`src/rtl/booth_pkg.sv`:
```
// ============================================================================
// booth_pkg: shared types and default sizing for the Booth multiplier front end
// Rev 1.0
// ============================================================================
`default_nettype none

package booth_pkg;

   localparam int BOOTH_WIDTH   = 8;
   localparam int BOOTH_TIMEOUT = 64;

   typedef enum logic [2:0] {
      ST_IDLE  = 3'd0,
      ST_GRANT = 3'd1,
      ST_START = 3'd2,
      ST_WAIT  = 3'd3,
      ST_RESP  = 3'd4
   } booth_state_e;

endpackage : booth_pkg

`default_nettype wire

```
`src/rtl/booth_arbiter_if.sv`:
```
// ============================================================================
// booth_arbiter_if: requester, multiplier-core and response signals of booth_arbiter
// Rev 1.0
// ============================================================================
`default_nettype none

interface booth_arbiter_if #(
   parameter int WIDTH = booth_pkg::BOOTH_WIDTH
);

   logic               req0;
   logic               req1;
   logic [WIDTH-1:0]   a0;
   logic [WIDTH-1:0]   b0;
   logic [WIDTH-1:0]   a1;
   logic [WIDTH-1:0]   b1;
   logic               gnt0;
   logic               gnt1;

   logic               mul_init;
   logic [WIDTH-1:0]   mul_A;
   logic [WIDTH-1:0]   mul_B;
   logic               mul_done;
   logic [2*WIDTH-1:0] mul_result;

   logic               rsp_valid;
   logic               rsp_id;
   logic [2*WIDTH-1:0] rsp_data;
   logic               rsp_err;

   // Arbiter side
   modport slave (
      input  req0, req1, a0, b0, a1, b1, mul_done, mul_result,
      output gnt0, gnt1, mul_init, mul_A, mul_B,
             rsp_valid, rsp_id, rsp_data, rsp_err
   );

   // Requesters plus multiplier core side
   modport master (
      output req0, req1, a0, b0, a1, b1, mul_done, mul_result,
      input  gnt0, gnt1, mul_init, mul_A, mul_B,
             rsp_valid, rsp_id, rsp_data, rsp_err
   );

endinterface : booth_arbiter_if

`default_nettype wire

```
`src/rtl/booth_arbiter_rr_arb2.sv`:
```
// ============================================================================
// rr_arb2: two-input round-robin arbiter, one-hot grant, favours the input not served last
// Rev 1.0
// ============================================================================
`default_nettype none

module rr_arb2 (
   input  logic [1:0] req_i,
   input  logic       last_i,
   output logic [1:0] gnt_o
);

   always_comb begin
      gnt_o = 2'b00;
      case (req_i)
         2'b01:   gnt_o = 2'b01;
         2'b10:   gnt_o = 2'b10;
         2'b11:   gnt_o = last_i ? 2'b01 : 2'b10;
         default: gnt_o = 2'b00;
      endcase
   end

endmodule : rr_arb2

`default_nettype wire

```
`src/rtl/booth_arbiter.sv`:
```
// ============================================================================
// booth_arbiter: shares one Booth multiplier core between two requesters, with timeout
// Rev 1.0
// ============================================================================
`default_nettype none

module booth_arbiter
   import booth_pkg::*;
#(
   parameter int WIDTH   = BOOTH_WIDTH,
   parameter int TIMEOUT = BOOTH_TIMEOUT
) (
   input  logic            clk,
   input  logic            rst,
   booth_arbiter_if.slave  bus
);

   localparam int               CNT_W    = (TIMEOUT > 1) ? $clog2(TIMEOUT) : 1;
   localparam logic [CNT_W-1:0] CNT_LAST = CNT_W'(TIMEOUT - 1);

   booth_state_e       state_q, state_d;
   logic               winner_q, winner_d;
   logic               last_q, last_d;
   logic [WIDTH-1:0]   op_a_q, op_a_d;
   logic [WIDTH-1:0]   op_b_q, op_b_d;
   logic [CNT_W-1:0]   cnt_q, cnt_d;
   logic [2*WIDTH-1:0] rsp_data_q, rsp_data_d;
   logic               rsp_err_q, rsp_err_d;
   logic               rsp_id_q, rsp_id_d;
   logic [1:0]         arb_gnt;

   rr_arb2 u_rr_arb2 (
      .req_i  ({bus.req1, bus.req0}),
      .last_i (last_q),
      .gnt_o  (arb_gnt)
   );

   always_comb begin
      state_d    = state_q;
      winner_d   = winner_q;
      last_d     = last_q;
      op_a_d     = op_a_q;
      op_b_d     = op_b_q;
      cnt_d      = cnt_q;
      rsp_data_d = rsp_data_q;
      rsp_err_d  = rsp_err_q;
      rsp_id_d   = rsp_id_q;

      case (state_q)
         ST_IDLE: begin
            if (|arb_gnt) begin
               winner_d = arb_gnt[1];
               state_d  = ST_GRANT;
            end
         end

         // Operands are still held by the requester during its grant cycle
         ST_GRANT: begin
            op_a_d  = winner_q ? bus.a1 : bus.a0;
            op_b_d  = winner_q ? bus.b1 : bus.b0;
            state_d = ST_START;
         end

         ST_START: begin
            cnt_d   = '0;
            state_d = ST_WAIT;
         end

         // A completion on the last allowed cycle still counts as success
         ST_WAIT: begin
            if (bus.mul_done) begin
               rsp_data_d = bus.mul_result;
               rsp_err_d  = 1'b0;
               rsp_id_d   = winner_q;
               state_d    = ST_RESP;
            end else if (cnt_q == CNT_LAST) begin
               rsp_data_d = '0;
               rsp_err_d  = 1'b1;
               rsp_id_d   = winner_q;
               state_d    = ST_RESP;
            end else begin
               cnt_d = cnt_q + 1'b1;
            end
         end

         ST_RESP: begin
            last_d  = winner_q;
            state_d = ST_IDLE;
         end

         default: state_d = ST_IDLE;
      endcase
   end

   always_ff @(posedge clk or posedge rst) begin
      if (rst) begin
         state_q    <= ST_IDLE;
         winner_q   <= 1'b0;
         last_q     <= 1'b1;
         op_a_q     <= '0;
         op_b_q     <= '0;
         cnt_q      <= '0;
         rsp_data_q <= '0;
         rsp_err_q  <= 1'b0;
         rsp_id_q   <= 1'b0;
      end else begin
         state_q    <= state_d;
         winner_q   <= winner_d;
         last_q     <= last_d;
         op_a_q     <= op_a_d;
         op_b_q     <= op_b_d;
         cnt_q      <= cnt_d;
         rsp_data_q <= rsp_data_d;
         rsp_err_q  <= rsp_err_d;
         rsp_id_q   <= rsp_id_d;
      end
   end

   // Pulses decode straight from the state register, so each lasts one cycle
   assign bus.gnt0      = (state_q == ST_GRANT) && !winner_q;
   assign bus.gnt1      = (state_q == ST_GRANT) &&  winner_q;
   assign bus.mul_init  = (state_q == ST_START);
   assign bus.rsp_valid = (state_q == ST_RESP);
   assign bus.mul_A     = op_a_q;
   assign bus.mul_B     = op_b_q;
   assign bus.rsp_id    = rsp_id_q;
   assign bus.rsp_data  = rsp_data_q;
   assign bus.rsp_err   = rsp_err_q;

endmodule : booth_arbiter

`default_nettype wire

```
`src/flat_wrapper.sv`:
```
// flat-port wrapper written by rule: the top's interface ports become plain ports
module booth_arbiter_flat import booth_pkg::*;
#(
   parameter int WIDTH   = BOOTH_WIDTH,
   parameter int TIMEOUT = BOOTH_TIMEOUT
)
  (clk, rst, bus_req0, bus_req1, bus_a0, bus_b0, bus_a1, bus_b1, bus_mul_done, bus_mul_result, bus_gnt0, bus_gnt1, bus_mul_init, bus_mul_A, bus_mul_B, bus_rsp_valid, bus_rsp_id, bus_rsp_data, bus_rsp_err);
  booth_arbiter_if #(.WIDTH(WIDTH)) bus_i ();
  input  logic clk;
  input  logic rst;
  input wire logic [$bits(bus_i.req0)-1:0] bus_req0;
  input wire logic [$bits(bus_i.req1)-1:0] bus_req1;
  input wire logic [$bits(bus_i.a0)-1:0] bus_a0;
  input wire logic [$bits(bus_i.b0)-1:0] bus_b0;
  input wire logic [$bits(bus_i.a1)-1:0] bus_a1;
  input wire logic [$bits(bus_i.b1)-1:0] bus_b1;
  input wire logic [$bits(bus_i.mul_done)-1:0] bus_mul_done;
  input wire logic [$bits(bus_i.mul_result)-1:0] bus_mul_result;
  output wire logic [$bits(bus_i.gnt0)-1:0] bus_gnt0;
  output wire logic [$bits(bus_i.gnt1)-1:0] bus_gnt1;
  output wire logic [$bits(bus_i.mul_init)-1:0] bus_mul_init;
  output wire logic [$bits(bus_i.mul_A)-1:0] bus_mul_A;
  output wire logic [$bits(bus_i.mul_B)-1:0] bus_mul_B;
  output wire logic [$bits(bus_i.rsp_valid)-1:0] bus_rsp_valid;
  output wire logic [$bits(bus_i.rsp_id)-1:0] bus_rsp_id;
  output wire logic [$bits(bus_i.rsp_data)-1:0] bus_rsp_data;
  output wire logic [$bits(bus_i.rsp_err)-1:0] bus_rsp_err;
  assign bus_i.req0 = bus_req0;
  assign bus_i.req1 = bus_req1;
  assign bus_i.a0 = bus_a0;
  assign bus_i.b0 = bus_b0;
  assign bus_i.a1 = bus_a1;
  assign bus_i.b1 = bus_b1;
  assign bus_i.mul_done = bus_mul_done;
  assign bus_i.mul_result = bus_mul_result;
  assign bus_gnt0 = bus_i.gnt0;
  assign bus_gnt1 = bus_i.gnt1;
  assign bus_mul_init = bus_i.mul_init;
  assign bus_mul_A = bus_i.mul_A;
  assign bus_mul_B = bus_i.mul_B;
  assign bus_rsp_valid = bus_i.rsp_valid;
  assign bus_rsp_id = bus_i.rsp_id;
  assign bus_rsp_data = bus_i.rsp_data;
  assign bus_rsp_err = bus_i.rsp_err;
  booth_arbiter #(.WIDTH(WIDTH), .TIMEOUT(TIMEOUT)) u_core (.clk(clk), .rst(rst), .bus(bus_i));
endmodule
```
`config.mk`:
```
export PLATFORM = sky130hd
export DESIGN_NAME = booth_arbiter_flat
export DESIGN_NICKNAME = d
export VERILOG_FILES = /design/src/rtl/booth_pkg.sv /design/src/rtl/booth_arbiter_if.sv /design/src/rtl/booth_arbiter_rr_arb2.sv /design/src/rtl/booth_arbiter.sv /design/src/flat_wrapper.sv
export SDC_FILE = /design/constraint.sdc
export NUM_CORES = 1
export LEC_CHECK = 0
export ABC_AREA = 1
export BUFFER_PORTS_ARGS = -buffer_cell sky130_fd_sc_hd__buf_2
export CORE_MARGIN = 2
export CORE_UTILIZATION = 30
export DETAILED_ROUTE_END_ITERATION = 12
export PLACE_DENSITY = 0.59
export SYNTH_ARGS = -nofsm -noshare
export SYNTH_HDL_FRONTEND = slang
export SYNTH_SLANG_ARGS = --single-unit
export TNS_END_PERCENT = 1
```
`constraint.sdc`:
```
create_clock -name clk -period 3.1 [get_ports clk]
set_input_delay 0.62 -clock clk [delete_from_list [all_inputs] [get_ports clk]]
set_output_delay 0.62 -clock clk [all_outputs]
set_load 0.01 [all_outputs]
```
==> Word-level counts from Yosys, hierarchy flattened <==
Index checks and enable logic that the tools add are counted.
{ "classes": {"addsub": 1, "eq_ne": 12, "mux": 17, "reduce_logical": 11} }
{ "ops": {"columns": ["operator", "count"], "rows": [
  ["$mux 16", 2],
  ["$mux 8", 2],
  ["$mux 6", 2],
  ["$pmux 3 s4", 1],
  ["$pmux 6 s2", 1],
  ["$mux 3", 3],
  ["$add 6x1->6 const B", 1],
  ["$eq 3x2->1 const B", 2],
  ["$eq 6x6->1 const B", 1],
  ["$pmux 2 s3", 1],
  ["$reduce_and 2->1", 3],
  ["$eq 2x2->1 const B", 2],
  ["$mux 1", 4],
  ["$ne 2x2->1 const B", 2],
  ["$reduce_bool 2->1", 2],
  ["$eq 3x1->1 const B", 1],
  ["$eq 3x3->1 const B", 1],
  ["$logic_not 3->1", 1],
  ["$ne 3x2->1 const B", 1],
  ["$reduce_and 3->1", 1],
  ["$eq 2x1->1 const B", 1],
  ["$logic_and 1x1->1", 2],
  ["$mux 2", 1],
  ["$ne 2x1->1 const B", 1],
  ["2 further kinds", 2]
]} }
{ "word_totals": {"reg_bits": 45, "inputBits": 53} }

==> Longest topological paths before layout <==
Gate-level depths: netlist (run 1).
{ "logic_depth": {"depth_word": 5, "ltp_mapped": 8} }

==> Modules after synthesis <==
A second synthesis (run 1) with hierarchy kept.
{ "unflattened": {"hier_cells": 255, "area_unflattened_um2": 2122.0} }
{ "modules_own_cells": {"columns": ["module", "n_inst", "cells_per_inst", "area_per_inst_um2", "seq_area_each_um2"], "rows": [
  ["booth_arbiter", 1, 250, 2100.8, 1127.3],
  ["rr_arb2", 1, 5, 21.3, 0.0]
]} }

==> Worst setup path before layout (run 1) <==
OpenSTA, ideal clock, no wires.
{ "synth_timing": {"kind": "register to output", "startpoint": "register u_core.state_q[1]", "endpoint": "output port bus_gnt0", "t_arrival_ns": 1.010, "required_time_ns": 2.480, "setup_slack_ns": 1.470, "stages_incl_launch_ff": 5, "path_cell_list": "dfrtp_1 inv_1 nand3_4 nor2_4 buf_4"} }
{ "synth_via": {"elab_chain_cells": 2} }
{ "synth_rtl": {"columns": ["item", "line_no", "text"], "rows": [
  ["from (decl)", "booth_arbiter.sv:21", "booth_state_e state_q, state_d;"],
  ["from (signal assigned)", "booth_arbiter.sv:107", "state_q <= state_d;"],
  ["$eq 3x1->1", "booth_arbiter.sv:120", "assign bus.gnt0 = (state_q == ST_GRANT) && !winner_q;"],
  ["$logic_and 1x1->1", "booth_arbiter.sv:120", null],
  ["to (decl)", "flat_wrapper.sv:19", "output wire logic [$bits(bus_i.gnt0)-1:0] bus_gnt0;"]
]} }
No other way between the ends.

==> Worst setup path after layout (run 1) <==
{ "layout_timing": {"startpoint": "register u_core.state_q[1]", "endpoint": "output port bus_gnt1"} }
{ "layout_via": {"elab_chain_cells": 2} }
{ "layout_rtl": {"columns": ["item", "line_no", "text"], "rows": [
  ["$eq 3x1->1", "booth_arbiter.sv:121", "assign bus.gnt1 = (state_q == ST_GRANT) && winner_q;"],
  ["$logic_and 1x1->1", "booth_arbiter.sv:121", null],
  ["to (decl)", "flat_wrapper.sv:20", "output wire logic [$bits(bus_i.gnt1)-1:0] bus_gnt1;"]
]} }
No other way between the ends.

==> Implementation_results.wiki, run 1 <==
{| class="wikitable"
! Metric !! Value
|-
| Number of synthesized register bits || 45
|-
| Post-synthesis sequential area ratio || 55.6%
|-
| Floorplan row count || 29
|-
| Power dissipated by switching net loads || 0.000972 W
|-
| Via count || 1,885
|-
| Worst slack on hold paths || 0.499 ns
|-
| DRT Wirelength || 5000 um
|-
| RSZ-0062 raised after global routing || false
|-
| Max Cap Violations || 0
|-
| Number of clock sinks || 45
|-
| Fraction of power spent switching nets || 39.6%
|-
| Detailed placement HPWL || 3540 um
|-
| Setup Buffers After CTS || 0
|-
| Power per cell area || 925 nW/um2
|-
| Kind of end point of the critical path || output port
|-
| Clock Tree Root || sky130_fd_sc_hd__clkbuf_8
|-
| Fin area || 2650 um2
|-
| First-pass GRT wire length || 8110 um
|-
| Top Metal Used || met4
|-
| Largest net degree at the start of global routing || 46
|-
| Utilization of the core after routing || 41.1%
|-
| Library cells used by synthesis || 22
|-
| Worst Setup Slack, final || 0.761 ns
|-
| Number of global-route vias before repair || 1,822
|-
| Post-Synthesis Mean Instance Area || 8.31 um2
|-
| Share of the cycle needed by the critical path after routing || 75.5%
|-
| Number of antenna violations at the first check in global routing || 0
|-
| Area share of the leading cell type in the synthesized netlist || 54.3%
|-
| Average wire per cell in the routed design || 12.1 um
|-
| Power share of the clock group || 18.7%
|-
| Fmax || 0.428 GHz
|-
| Setup slack at placement || 1.06 ns
|-
| Flip-flop and latch area || 1130 um2
|-
| Routed Antenna Nets || 0
|-
| Overflow left after global routing || 0
|-
| Die extent in y || 86.2 um
|-
| Leakage power || 1.46 nW
|-
| Crit path arrival time || 1.72 ns
|-
| Synth Cell Area || 2030 um2
|-
| Maximum fanout along the worst path || 19
|-
| Clock tree from TritonCTS || yes
|-
| Worst ir drop on vdd || 0.400 mV
|-
| Layout Nets || 388
|-
| DRT iter0 DRCs || 73
|-
| Share of layout cells above drive strength 1 || 31.9%
|-
| Area of the multi-input gates || 810 um2
|-
| Internal Pwr Total || 0.00148 W
|-
| Layout area overhead || 30.8%
|-
| Buffering stage count on the worst path with inverters included || 2
|-
| Net count of the mapped netlist || 298
|-
| Count of input and output buffers || 90
|-
| Cells resized by post-CTS repair || 0
|-
| Die Footprint || 7430 um2
|-
| Top cells by area, synth || sky130_fd_sc_hd__dfrtp_1, sky130_fd_sc_hd__nand2_1, sky130_fd_sc_hd__nand3_1
|-
| Hold-fix buffers at CTS || 0
|-
| Biggest area consumer among synthesized cells || sky130_fd_sc_hd__dfrtp_1
|-
| Detail-routed via count per cell || 4.58
|-
| Boundary Pins || 91
|-
| Wire length on met1 || 2300 um
|-
| Worst min path class || flop to flop
|-
| Number of buffers on the longest clock path || 2
|-
| Length of routed met2 wiring || 2380 um
|-
| CTS clk-pin slew, worst paths || 0.08 ns
|-
| N_diodes || 0
|-
| Kind of critical path || flop to output port
|-
| Filler instances || 667
|-
| Placement-stage cell area || 2540 um2
|-
| Number of synthesis warnings || 0
|-
| Total count of max-transition violations in the final report || 0
|-
| Measured slew at the worst slew-check pin || 0.931 ns
|-
| Crit-path cells || inv_1, nand3_4, nor2_4, buf_2
|-
| Worst slew margin || 37.8%
|-
| Clock network latency to the later pin of the worst-skew pair || 0.29 ns
|-
| Floorplan core area || 6460 um2
|-
| Relative contribution of combinational cells to total power || 40.9%
|-
| H-tree depth reported by CTS || 2
|-
| Final setup violation count || 0
|-
| All-Layer GR Usage || 13.4%
|-
| Startpoint types || flop
|-
| Gp weighted congestion || 0.715
|-
| Required @ worst endpoint || 2.48 ns
|-
| Effective utilization at floorplan || 31.4%
|-
| Longest individual stage delay on the worst path || 0.41 ns
|-
| Met3 wire length || 278 um
|-
| Number of CTS-inserted buffers || 5
|-
| Chip width || 86.2 um
|-
| Sequential Power Share || 40.4%
|-
| Family of cells with the greatest summed delay on the critical path || simple AND/OR/NAND/NOR gates
|-
| Tmin final || 2.34 ns
|-
| Residual DRC || 0
|-
| Critical-path cell with the highest stage delay || sky130_fd_sc_hd__dfrtp_1
|-
| Hold violation count in the final report || 0
|-
| Final setup TNS || 0 ns
|-
| Run status || completed
|-
| Pre-Repair DR Iteration Count || 4
|-
| Number of standard cells after synthesis || 244
|-
| Clock tree skew after final layout || 0.00894 ns
|}
## stage by stage
| step | instances | power (W) |
|---|---|---|
| floorplan | 244 | 0.00162 |
| global placement | 404 | 0.00199 |
| detailed placement | 404 | 0.00202 |
| CTS | 412 | 0.00249 |
| global route | 412 | 0.00264 |
| finish | 412 | 0.00245 |
## worst reg2reg max path: stages (launching register included)
cell and delay (ns):
sky130_fd_sc_hd__dfrtp_1 0.40, sky130_fd_sc_hd__inv_1 0.15, sky130_fd_sc_hd__nand3_2 0.39, sky130_fd_sc_hd__nor2_4 0.50, sky130_fd_sc_hd__nand2_1 0.09, sky130_fd_sc_hd__nand2_1 0.09
## synth_stat cells (all sizes together)
library cell,n
nand2,110
dfrtp,44
nand3,24
o21ai,20
nor2,16
inv,14
clkbuf,4
buf,3
a21oi,1
dfstp,1
ha,1
nand3b,1
nand4,1
nor3,1
o21bai,1
xnor2,1
xor2,1
## per-layer routing
layer,track usage (%),vias up
met4,3.41,0
met1,17.2,873
li1,-,947
met3,3.43,4
met2,22.6,61
met5,0,-
## power by group through the flow
stage / Combinational, W / Sequential (W) / Clock (W)
floorplan: 0.000540 / 0.00109 / 0
global placement: 0.000989 / 0.00100 / 0
detailed placement: 0.00102 / 0.000997 / 0
CTS: 0.00102 / 0.000992 / 0.000473
global route: 0.00113 / 0.00102 / 0.000494
finish: 0.00100 / 0.000991 / 0.000458
## flip-flops by register name, summed over array words and instances, names as in the netlist
signal,flops
u_core.bus.mul_A,8
u_core.bus.rsp_id,1
u_core.bus.mul_B,8
u_core.state_q,3
u_core.bus.rsp_err,1
u_core.cnt_q,6
u_core.bus.rsp_data,16
u_core.winner_q,1
u_core.last_q,1
## cell usage in the layout, fill, tap and decap left out, drive strengths merged
| cell | netlist | routed |
|---|---|---|
| o21ai | 20 | 20 |
| nand2 | 110 | 110 |
| nor2 | 16 | 16 |
| bufinv | 0 | 1 |
| nand3b | 1 | 1 |
| o21bai | 1 | 1 |
| clkbuf | 4 | 7 |
| xor2 | 1 | 1 |
| nand4 | 1 | 1 |
| dfstp | 1 | 1 |
| xnor2 | 1 | 1 |
| nor3 | 1 | 1 |
| ha | 1 | 1 |
| buf | 3 | 90 |
| dfrtp | 44 | 44 |
| a21oi | 1 | 1 |
| nand3 | 24 | 24 |
| inv | 14 | 14 |
## path summary, 6_finish.rpt
path	start	end	slack, ns	cells past startpoint
max	u_core.state_q[1]$_DFFE_PP0P_	bus_gnt1	0.76	4
min	u_core.bus.rsp_data[14]$_DFFE_PP0P_	u_core.bus.rsp_data[14]$_DFFE_PP0P_	0.50	2
max reg2reg	u_core.state_q[2]$_DFFE_PP0P_	u_core.bus.rsp_data[1]$_DFFE_PP0P_	1.41	5
min reg2reg	u_core.bus.rsp_data[14]$_DFFE_PP0P_	u_core.bus.rsp_data[14]$_DFFE_PP0P_	0.50	2
max in group asynchronous	rst	u_core.bus.mul_A[7]$_DFFE_PP0N_	1.99	2
min in group asynchronous	rst	u_core.bus.mul_A[4]$_DFFE_PP0N_	0.53	2
## kinds of logic after synthesis
family,count (synthesis),share of synthesized area (%)
AO/OA/AOI/OAI,22,5.55
XOR/XNOR,2,0.864
adder cells (fa/ha/maj),1,0.617
buffers and inverters,21,4.50
flip-flops,45,55.6
AND/OR/NAND/NOR,153,32.9
## final cells by class
type	count	area share, %
Clock buffer	7	3.25
Clock inverter	1	1.13
Inverter	14	1.98
Multi-Input combinational cell	178	30.5
Sequential cell	45	42.5
Tap cell	77	3.63
Timing Repair Buffer	90	17.0
Note: power is estimated with default switching activity, not from simulation.
==> run 2: changes to the inputs <==
--- a/config.mk
+++ b/config.mk
@@ -5,7 +5,7 @@
 export SDC_FILE = /design/constraint.sdc
 export NUM_CORES = 1
 export LEC_CHECK = 0
-export ABC_AREA = 1
+export ABC_AREA = 0
 export BUFFER_PORTS_ARGS = -buffer_cell sky130_fd_sc_hd__buf_2
 export CORE_MARGIN = 2
 export CORE_UTILIZATION = 30
==> constraint.sdc (replaced) <==
create_clock -name clk -period 2.3 [get_ports clk]
set_input_delay 0.46 -clock clk [delete_from_list [all_inputs] [get_ports clk]]
set_output_delay 0.46 -clock clk [all_outputs]
set_load 0.01 [all_outputs]
==> run 2 against run 1 <==
- hold slack worse by 0.33 ns
- clock power up 18%
- sequential power up 41%
- largest cell class unchanged
- highest routed layer unchanged
- flip-flop and latch count unchanged
- utilization down 1.1 points
- final cell count down 15%
==> Implementation_results.wiki, run 2 <==
{| class="wikitable"
! Metric !! Value
|-
| Max FFs per register || 16 (unchanged)
|-
| CTS clk-pin slew, worst paths || 0.10 ns (+0.02 ns)
|-
| Count of input and output buffers || 90 (unchanged)
|-
| Boundary Pins || 91 (unchanged)
|-
| Clock network latency to the later pin of the worst-skew pair || 0.31 ns (+0.02 ns)
|-
| Pre-Repair DR Iteration Count || 6 (+2)
|-
| RR Startpoint || u_core.cnt_q[0]$_DFFE_PP0P_
|-
| Detail-routed via count per cell || 4.76 (+4.1%)
|-
| Crit path arrival time || 1.51 ns (-0.21 ns)
|-
| Number of CTS-inserted buffers || 5 (unchanged)
|-
| Run status || completed
|-
| Clock Tree Root || sky130_fd_sc_hd__clkbuf_8
|-
| Hold-fix buffers at CTS || 0 (unchanged)
|-
| Final setup TNS || 0 ns (unchanged)
|-
| Share of layout cells above drive strength 1 || 40.9% (+9.0 points)
|-
| DRT iter0 DRCs || 59 (-19%)
|-
| Cells resized by post-CTS repair || 0 (unchanged)
|-
| Fmax || 0.509 GHz
|-
| Clock tree skew after final layout || 0.00780 ns (-0.00114 ns)
|-
| Number of synthesized register bits || 45 (unchanged)
|-
| Buffering stage count on the worst path with inverters included || 1 (-1)
|-
| Number of global-route vias before repair || 1,549 (-15%)
|-
| Worst reg-to-reg setup slack || 0.62 ns (-0.79 ns)
|-
| Detailed placement HPWL || 3460 um (-2.3%)
|-
| Worst min path class || input port to async pin
|-
| Biggest area consumer among synthesized cells || sky130_fd_sc_hd__dfrtp_1
|-
| Commonest non-fill, non-tap cell in the layout || sky130_fd_sc_hd__buf_2
|-
| Library cells used by synthesis || 41 (+86%)
|-
| Floorplan core area || 6680 um2 (+3.4%)
|-
| Startpoint types || flop
|-
| Area share of the leading cell type in the synthesized netlist || 53.9% (-0.43 points)
|-
| Effective utilization at floorplan || 30.6% (-0.80 points)
|-
| Kind of end point of the critical path || output port
|-
| Worst slack on hold paths || 0.171 ns (-0.328 ns)
|-
| Share of the cycle needed by the critical path after routing || 85.5%
|-
| Die Footprint || 7490 um2 (+0.76%)
|-
| Via count || 1,662 (-12%)
|-
| Top flip-flop cell by instance count after synthesis || sky130_fd_sc_hd__dfrtp_1
|-
| Post-synthesis sequential area ratio || 55.1% (-0.44 points)
|-
| Worst slew margin || 65.0% (+27 points)
|-
| Leakage power || 1.33 nW (-9.1%)
|-
| Max Cap Violations || 0 (unchanged)
|-
| Top cell types by occurrence after synthesis || sky130_fd_sc_hd__dfrtp_1, sky130_fd_sc_hd__a21oi_1, sky130_fd_sc_hd__nor2_1, sky130_fd_sc_hd__a22o_1, sky130_fd_sc_hd__mux2i_1
|-
| Share of synthesized registers carrying an async set or reset || 100% (unchanged)
|-
| N_diodes || 0 (unchanged)
|-
| Tmin final || 1.97 ns
|-
| Most frequently used cell type in the post-synthesis netlist || sky130_fd_sc_hd__dfrtp_1
|-
| Total count of max-transition violations in the final report || 0 (unchanged)
|-
| Worst ir drop on vdd || 0.468 mV (+17%)
|-
| Chip width || 86.6 um (+0.38%)
|-
| Critical-path cell with the highest stage delay || sky130_fd_sc_hd__dfrtp_1
|-
| Net count of the mapped netlist || 232 (-22%)
|-
| Count of flip-flops with a built-in enable after synthesis || 0 (unchanged)
|-
| Crit-path cells || nor3b_1, buf_2
|-
| Number of clock sinks || 45 (unchanged)
|-
| Family of cells with the greatest summed delay on the critical path || flip-flops
|-
| Gp weighted congestion || 0.794 (+11%)
|-
| Overflow left after global routing || 0 (unchanged)
|-
| Layout area overhead || 30.8% (about the same)
|-
| Kind of critical path || flop to output port
|-
| All-Layer GR Usage || 12.6% (-0.77 points)
|-
| Layout Nets || 322 (-17%)
|-
| Floorplan row count || 30 (+3.4%)
|-
| Required @ worst endpoint || 1.84 ns (-0.64 ns)
|-
| Post-Synthesis Mean Instance Area || 11.5 um2 (+38%)
|-
| Longest individual stage delay on the worst path || 0.57 ns (+0.16 ns)
|-
| Measured slew at the worst slew-check pin || 0.526 ns (-0.405 ns)
|-
| Hold violation count in the final report || 0 (unchanged)
|-
| Synth Cell Area || 2040 um2 (+0.80%)
|-
| Origin of the worst setup path || u_core.state_q[1]$_DFFE_PP0P_
|-
| Maximum fanout along the worst path || 12 (-7)
|-
| First-pass GRT wire length || 7380 um (-9.1%)
|-
| Power per cell area || 1250 nW/um2 (+36%)
|-
| RSZ-0062 raised after global routing || false
|-
| Die extent in y || 86.6 um (+0.38%)
|-
| Number of buffers on the longest clock path || 2 (unchanged)
|-
| Largest net degree at the start of global routing || 33 (-28%)
|-
| Most frequent cells in the layout || sky130_fd_sc_hd__buf_2, sky130_fd_sc_hd__dfrtp_1, sky130_fd_sc_hd__nor2_1, sky130_fd_sc_hd__a21oi_1
|-
| Setup Buffers After CTS || 0 (unchanged)
|-
| Residual DRC || 0 (unchanged)
|-
| Average wire per cell in the routed design || 13.4 um (+10%)
|-
| Routed Antenna Nets || 0 (unchanged)
|-
| Clock tree from TritonCTS || yes
|-
| DRT Wirelength || 4670 um (-6.8%)
|-
| Final setup violation count || 0 (unchanged)
|-
| Number of antenna violations at the first check in global routing || 0 (unchanged)
|-
| H-tree depth reported by CTS || 2 (unchanged)
|-
| Number of synthesis warnings || 0 (unchanged)
|-
| Number of standard cells after synthesis || 178 (-27%)
|-
| Top cells by area, synth || sky130_fd_sc_hd__dfrtp_1, sky130_fd_sc_hd__mux2i_1, sky130_fd_sc_hd__a22o_1
|}
==> run 2: cell count changes in the layout (fill, tap and decap cells not counted), sizes merged, moves of 5 or more <==
cell | previous run | this run
nand3 | 24 | 1
inv | 14 | 9
nand2 | 110 | 4
a21oi | 1 | 19
o21ai | 20 | 3
mux2i | 0 | 16
buf | 90 | 95
a22o | 0 | 16
==> run 2: layout make-up <==
cell class / instances / area [um2]
Tap cell: 80 / 100
Sequential cell: 45 / 1130
Inverter: 6 / 22.5
Timing Repair Buffer: 95 / 500
Multi-Input combinational cell: 115 / 826
Fill cell: 677 / 4010
Clock buffer: 5 / 68.8
Clock inverter: 3 / 28.8
==> run 2: cell families after synthesis <==
group                    count (synthesis)  synth area share, %
AO/OA/AOI/OAI                           56                 20.2
adder cells (fa/ha/maj)                  1                0.612
flip-flops                              45                 55.1
AND/OR/NAND/NOR                         40                 10.3
multiplexers                            18                 8.93
buffers and inverters                   18                 4.77
==> run 2: final timing paths <==
kind | depth (start not counted) | to
worst max-delay path | 2 | bus_mul_init
worst min-delay path | 2 | u_core.bus.mul_B[3]$_DFFE_PP0N_
worst max register to register | 4 | u_core.bus.rsp_id$_DFFE_PP0P_
worst min register to register | 1 | u_core.bus.rsp_data[8]$_DFFE_PP0P_
max in group asynchronous | 3 | u_core.last_q$_DFFE_PP1P_
min in group clk | 2 | u_core.bus.rsp_data[11]$_DFFE_PP0P_
==> run 2: per-stage QoR <==
stage	utilization [%]	cell area, um2	worst slack (ns)	total power [W]	cells
floorplan	-	2040	0.716	0.00234	178
global placement	38.6	2580	0.647	0.00283	341
detailed placement	38.6	2580	0.640	0.00286	341
CTS	40.0	2670	0.284	0.00341	349
global route	40.0	2670	0.199	0.00361	349
finish	40.0	2670	0.334	0.00335	349
==> run 2: per-layer routing <==
metal	share of wire, %	vias to the layer above	global-route usage (%)	routed length, um
met3	4.0	4	2.29	188
met2	52	44	21.6	2410
li1	-	835	-	-
met1	43	779	15.9	2020
met4	1.1	0	4.69	51
met5	0	-	0	0
==> run 2: power by group <==
group | internal (W) | switching [W] | leakage, nW
combinational | 0.000686 | 0.000724 | 0.740
sequential | 0.00113 | 0.000273 | 0.538
clock | 0.000230 | 0.000310 | 0.0511
==> run 2: worst reg2reg max path: stages, from the launching register on <==
cell                      delay [ns]
sky130_fd_sc_hd__dfrtp_1        0.43
sky130_fd_sc_hd__ha_1           0.26
sky130_fd_sc_hd__and4_1         0.28
sky130_fd_sc_hd__a21oi_4        0.25
sky130_fd_sc_hd__mux2_2         0.36
==> run 3: changes to the inputs <==
--- a/config.mk
+++ b/config.mk
@@ -8,9 +8,10 @@
 export ABC_AREA = 0
 export BUFFER_PORTS_ARGS = -buffer_cell sky130_fd_sc_hd__buf_2
 export CORE_MARGIN = 2
-export CORE_UTILIZATION = 30
+export CORE_UTILIZATION = 45
 export DETAILED_ROUTE_END_ITERATION = 12
-export PLACE_DENSITY = 0.59
+export GPL_ROUTABILITY_DRIVEN = 0
+export PLACE_DENSITY = 0.81
 export SYNTH_ARGS = -nofsm -noshare
 export SYNTH_HDL_FRONTEND = slang
 export SYNTH_SLANG_ARGS = --single-unit
==> constraint.sdc (replaced) <==
create_clock -name clk -period 2.3 [get_ports clk]
set_input_delay 0.46 -clock clk [delete_from_list [all_inputs] [get_ports clk]]
set_output_delay 0.46 -clock clk [all_outputs]
set_load 0.1 [all_outputs]
==> run 3 against run 2 <==
- clock-buffer cell count grew 2
- flip-flop and latch count is the same
- non-clock buffer count grew 1
- first-iteration DRC count grew 92%
- hold slack gained 0.12 ns
- clock skew shrank 0.0052 ns
- final cell count shrank 7.7%
- critical path depth is the same
- maximum frequency shrank 11%
- largest cell class unchanged
- highest routed layer unchanged
==> Implementation_results.wiki, run 3 (synthesis results as in run 2) <==
{| class="wikitable"
! Metric !! Value
|-
| Max FFs per register || 16 (unchanged)
|-
| Clock Tree Root || sky130_fd_sc_hd__clkbuf_8
|-
| CTS clk-pin slew, worst paths || 0.08 ns (-0.02 ns)
|-
| Clock network latency to the later pin of the worst-skew pair || 0.29 ns (-0.02 ns)
|-
| Final setup violation count || 0 (unchanged)
|-
| Worst Setup Slack, final || 0.0788 ns (-0.255 ns)
|-
| Tmin final || 2.22 ns (+0.255 ns)
|-
| Maximum fanout along the worst path || 15 (+3)
|-
| Kind of end point of the critical path || output port
|-
| Chip width || 71.4 um (-17%)
|-
| Kind of critical path || flop to output port
|-
| Pre-Repair DR Iteration Count || 4 (-2)
|-
| Number of CTS-inserted buffers || 5 (unchanged)
|-
| Share of the cycle needed by the critical path after routing || 96.6% (+11 points)
|-
| H-tree depth reported by CTS || 2 (unchanged)
|-
| Floorplan row count || 24 (-20%)
|-
| First-pass GRT wire length || 7100 um (-3.7%)
|-
| Max Cap Violations || 0 (unchanged)
|-
| Required @ worst endpoint || 1.84 ns (about the same)
|-
| Routed Antenna Nets || 0 (unchanged)
|-
| DRT iter0 DRCs || 113 (+92%)
|-
| Hold-fix buffers at CTS || 0 (unchanged)
|-
| Number of antenna violations at the first check in global routing || 0 (unchanged)
|-
| RSZ-0062 raised after global routing || false
|-
| Commonest non-fill, non-tap cell in the layout || sky130_fd_sc_hd__buf_2
|-
| Cells resized by post-CTS repair || 0 (unchanged)
|-
| RR Startpoint || u_core.cnt_q[0]$_DFFE_PP0P_
|-
| Crit path arrival time || 1.76 ns (+0.25 ns)
|-
| Number of buffers on the longest clock path || 2 (unchanged)
|-
| Count of input and output buffers || 90 (unchanged)
|-
| Number of clock sinks || 45 (unchanged)
|-
| Final setup TNS || 0 ns (unchanged)
|-
| Die extent in y || 71.4 um (-17%)
|-
| Worst R2R End || u_core.cnt_q[3]$_DFFE_PP0P_
|-
| Largest net degree at the start of global routing || 46 (+39%)
|-
| Worst min path class || input port to async pin
|-
| Overflow left after global routing || 0 (unchanged)
|-
| Detailed placement HPWL || 3200 um (-7.6%)
|-
| Die Footprint || 5100 um2 (-32%)
|-
| All-Layer GR Usage || 17.9% (+5.3 points)
|-
| DRT Wirelength || 4390 um (-6.0%)
|-
| Total count of max-transition violations in the final report || 0 (unchanged)
|-
| Boundary Pins || 91 (unchanged)
|-
| Layout area overhead || 31.6%
|-
| Worst reg-to-reg setup slack || 0.70 ns (+0.08 ns)
|-
| Worst slew margin || 63.4% (-1.6 points)
|-
| N_diodes || 0 (unchanged)
|-
| Average wire per cell in the routed design || 13.6 um (+1.9%)
|-
| Setup Buffers After CTS || 0 (unchanged)
|-
| Residual DRC || 0 (unchanged)
|-
| Clock tree from TritonCTS || yes
|-
| Via count || 1,656 (-0.36%)
|-
| Startpoint types || flop
|-
| Setup slack at placement || 0.387 ns (-0.252 ns)
|-
| Most frequent cells in the layout || sky130_fd_sc_hd__buf_2, sky130_fd_sc_hd__dfrtp_1, sky130_fd_sc_hd__nor2_1, sky130_fd_sc_hd__a21oi_1
|-
| Measured slew at the worst slew-check pin || 0.549 ns (+0.0235 ns)
|-
| Fmax || 0.450 GHz (-11%)
|-
| Floorplan core area || 4350 um2 (-35%)
|-
| Number of cell instances on the worst register-to-register path || 4 (unchanged)
|-
| Effective utilization at floorplan || 47.0% (+16 points)
|-
| Share of layout cells above drive strength 1 || 41.1% (+0.22 points)
|-
| Hold violation count in the final report || 0 (unchanged)
|-
| Number of global-route vias before repair || 1,530 (-1.2%)
|-
| Detail-routed via count per cell || 5.14 (+8.0%)
|-
| Run status || completed
|-
| Clock tree skew after final layout || 0.00257 ns (-0.00523 ns)
|-
| Layout Nets || 323 (+0.31%)
|}
## run 3: metal layers
| metal | GRT usage (%) | wire (um) | vias up |
|---|---|---|---|
| li1 | - | - | 837 |
| met2 | 29.9 | 2150 | 48 |
| met4 | 6.50 | 65 | 0 |
| met3 | 4.64 | 240 | 6 |
| met1 | 22.6 | 1930 | 765 |
| met5 | 0 | 0 | - |
## run 3: layout make-up
cell class                      count  area [um2]
Fill cell                         352        1660
Sequential cell                    45        1130
Multi-Input combinational cell    115         831
Timing Repair Buffer               96         528
Clock buffer                        7        86.3
Tap cell                           52        65.1
Clock inverter                      1        30.0
Inverter                            6        22.5
## run 3: worst max path at each step
stage,start,to,slack (ns),depth (start not counted)
final,u_core.state_q[0]$_DFFE_PP0P_,bus_mul_init,0.08,2
after global routing,u_core.state_q[0]$_DFFE_PP0P_,bus_mul_init,0.07,2
after CTS,u_core.state_q[0]$_DFFE_PP0P_,bus_mul_init,0.05,2
after detailed placement,u_core.state_q[0]$_DFFE_PP0P_,bus_mul_init,0.39,2
after global placement,u_core.state_q[0]$_DFFE_PP0P_,bus_mul_init,0.43,2
after floorplan,u_core.state_q[1]$_DFFE_PP0P_,bus_mul_init,-1.02,2
## run 3: worst max-delay path, cell delays in order (launching register included)
cell	delay, ns
sky130_fd_sc_hd__dfrtp_1	0.55
sky130_fd_sc_hd__nor3b_1	0.48
sky130_fd_sc_hd__clkbuf_4	0.44
## run 3: stage by stage
stage | hold WS (ns) | area (um2) | utilization (%) | cells
after floorplan | 0.507 | 2050 | - | 178
after global placement | 0.479 | 2570 | 59.1 | 314
after detailed placement | 0.480 | 2570 | 59.1 | 314
after CTS | 0.307 | 2690 | 61.7 | 322
after global routing | 0.352 | 2690 | 61.8 | 322
final | 0.288 | 2690 | 61.8 | 322
Power of run 3 is left out: the tool's default activity adds up to more than one toggle a clock period on the data nets, which glitch-free logic cannot reach.
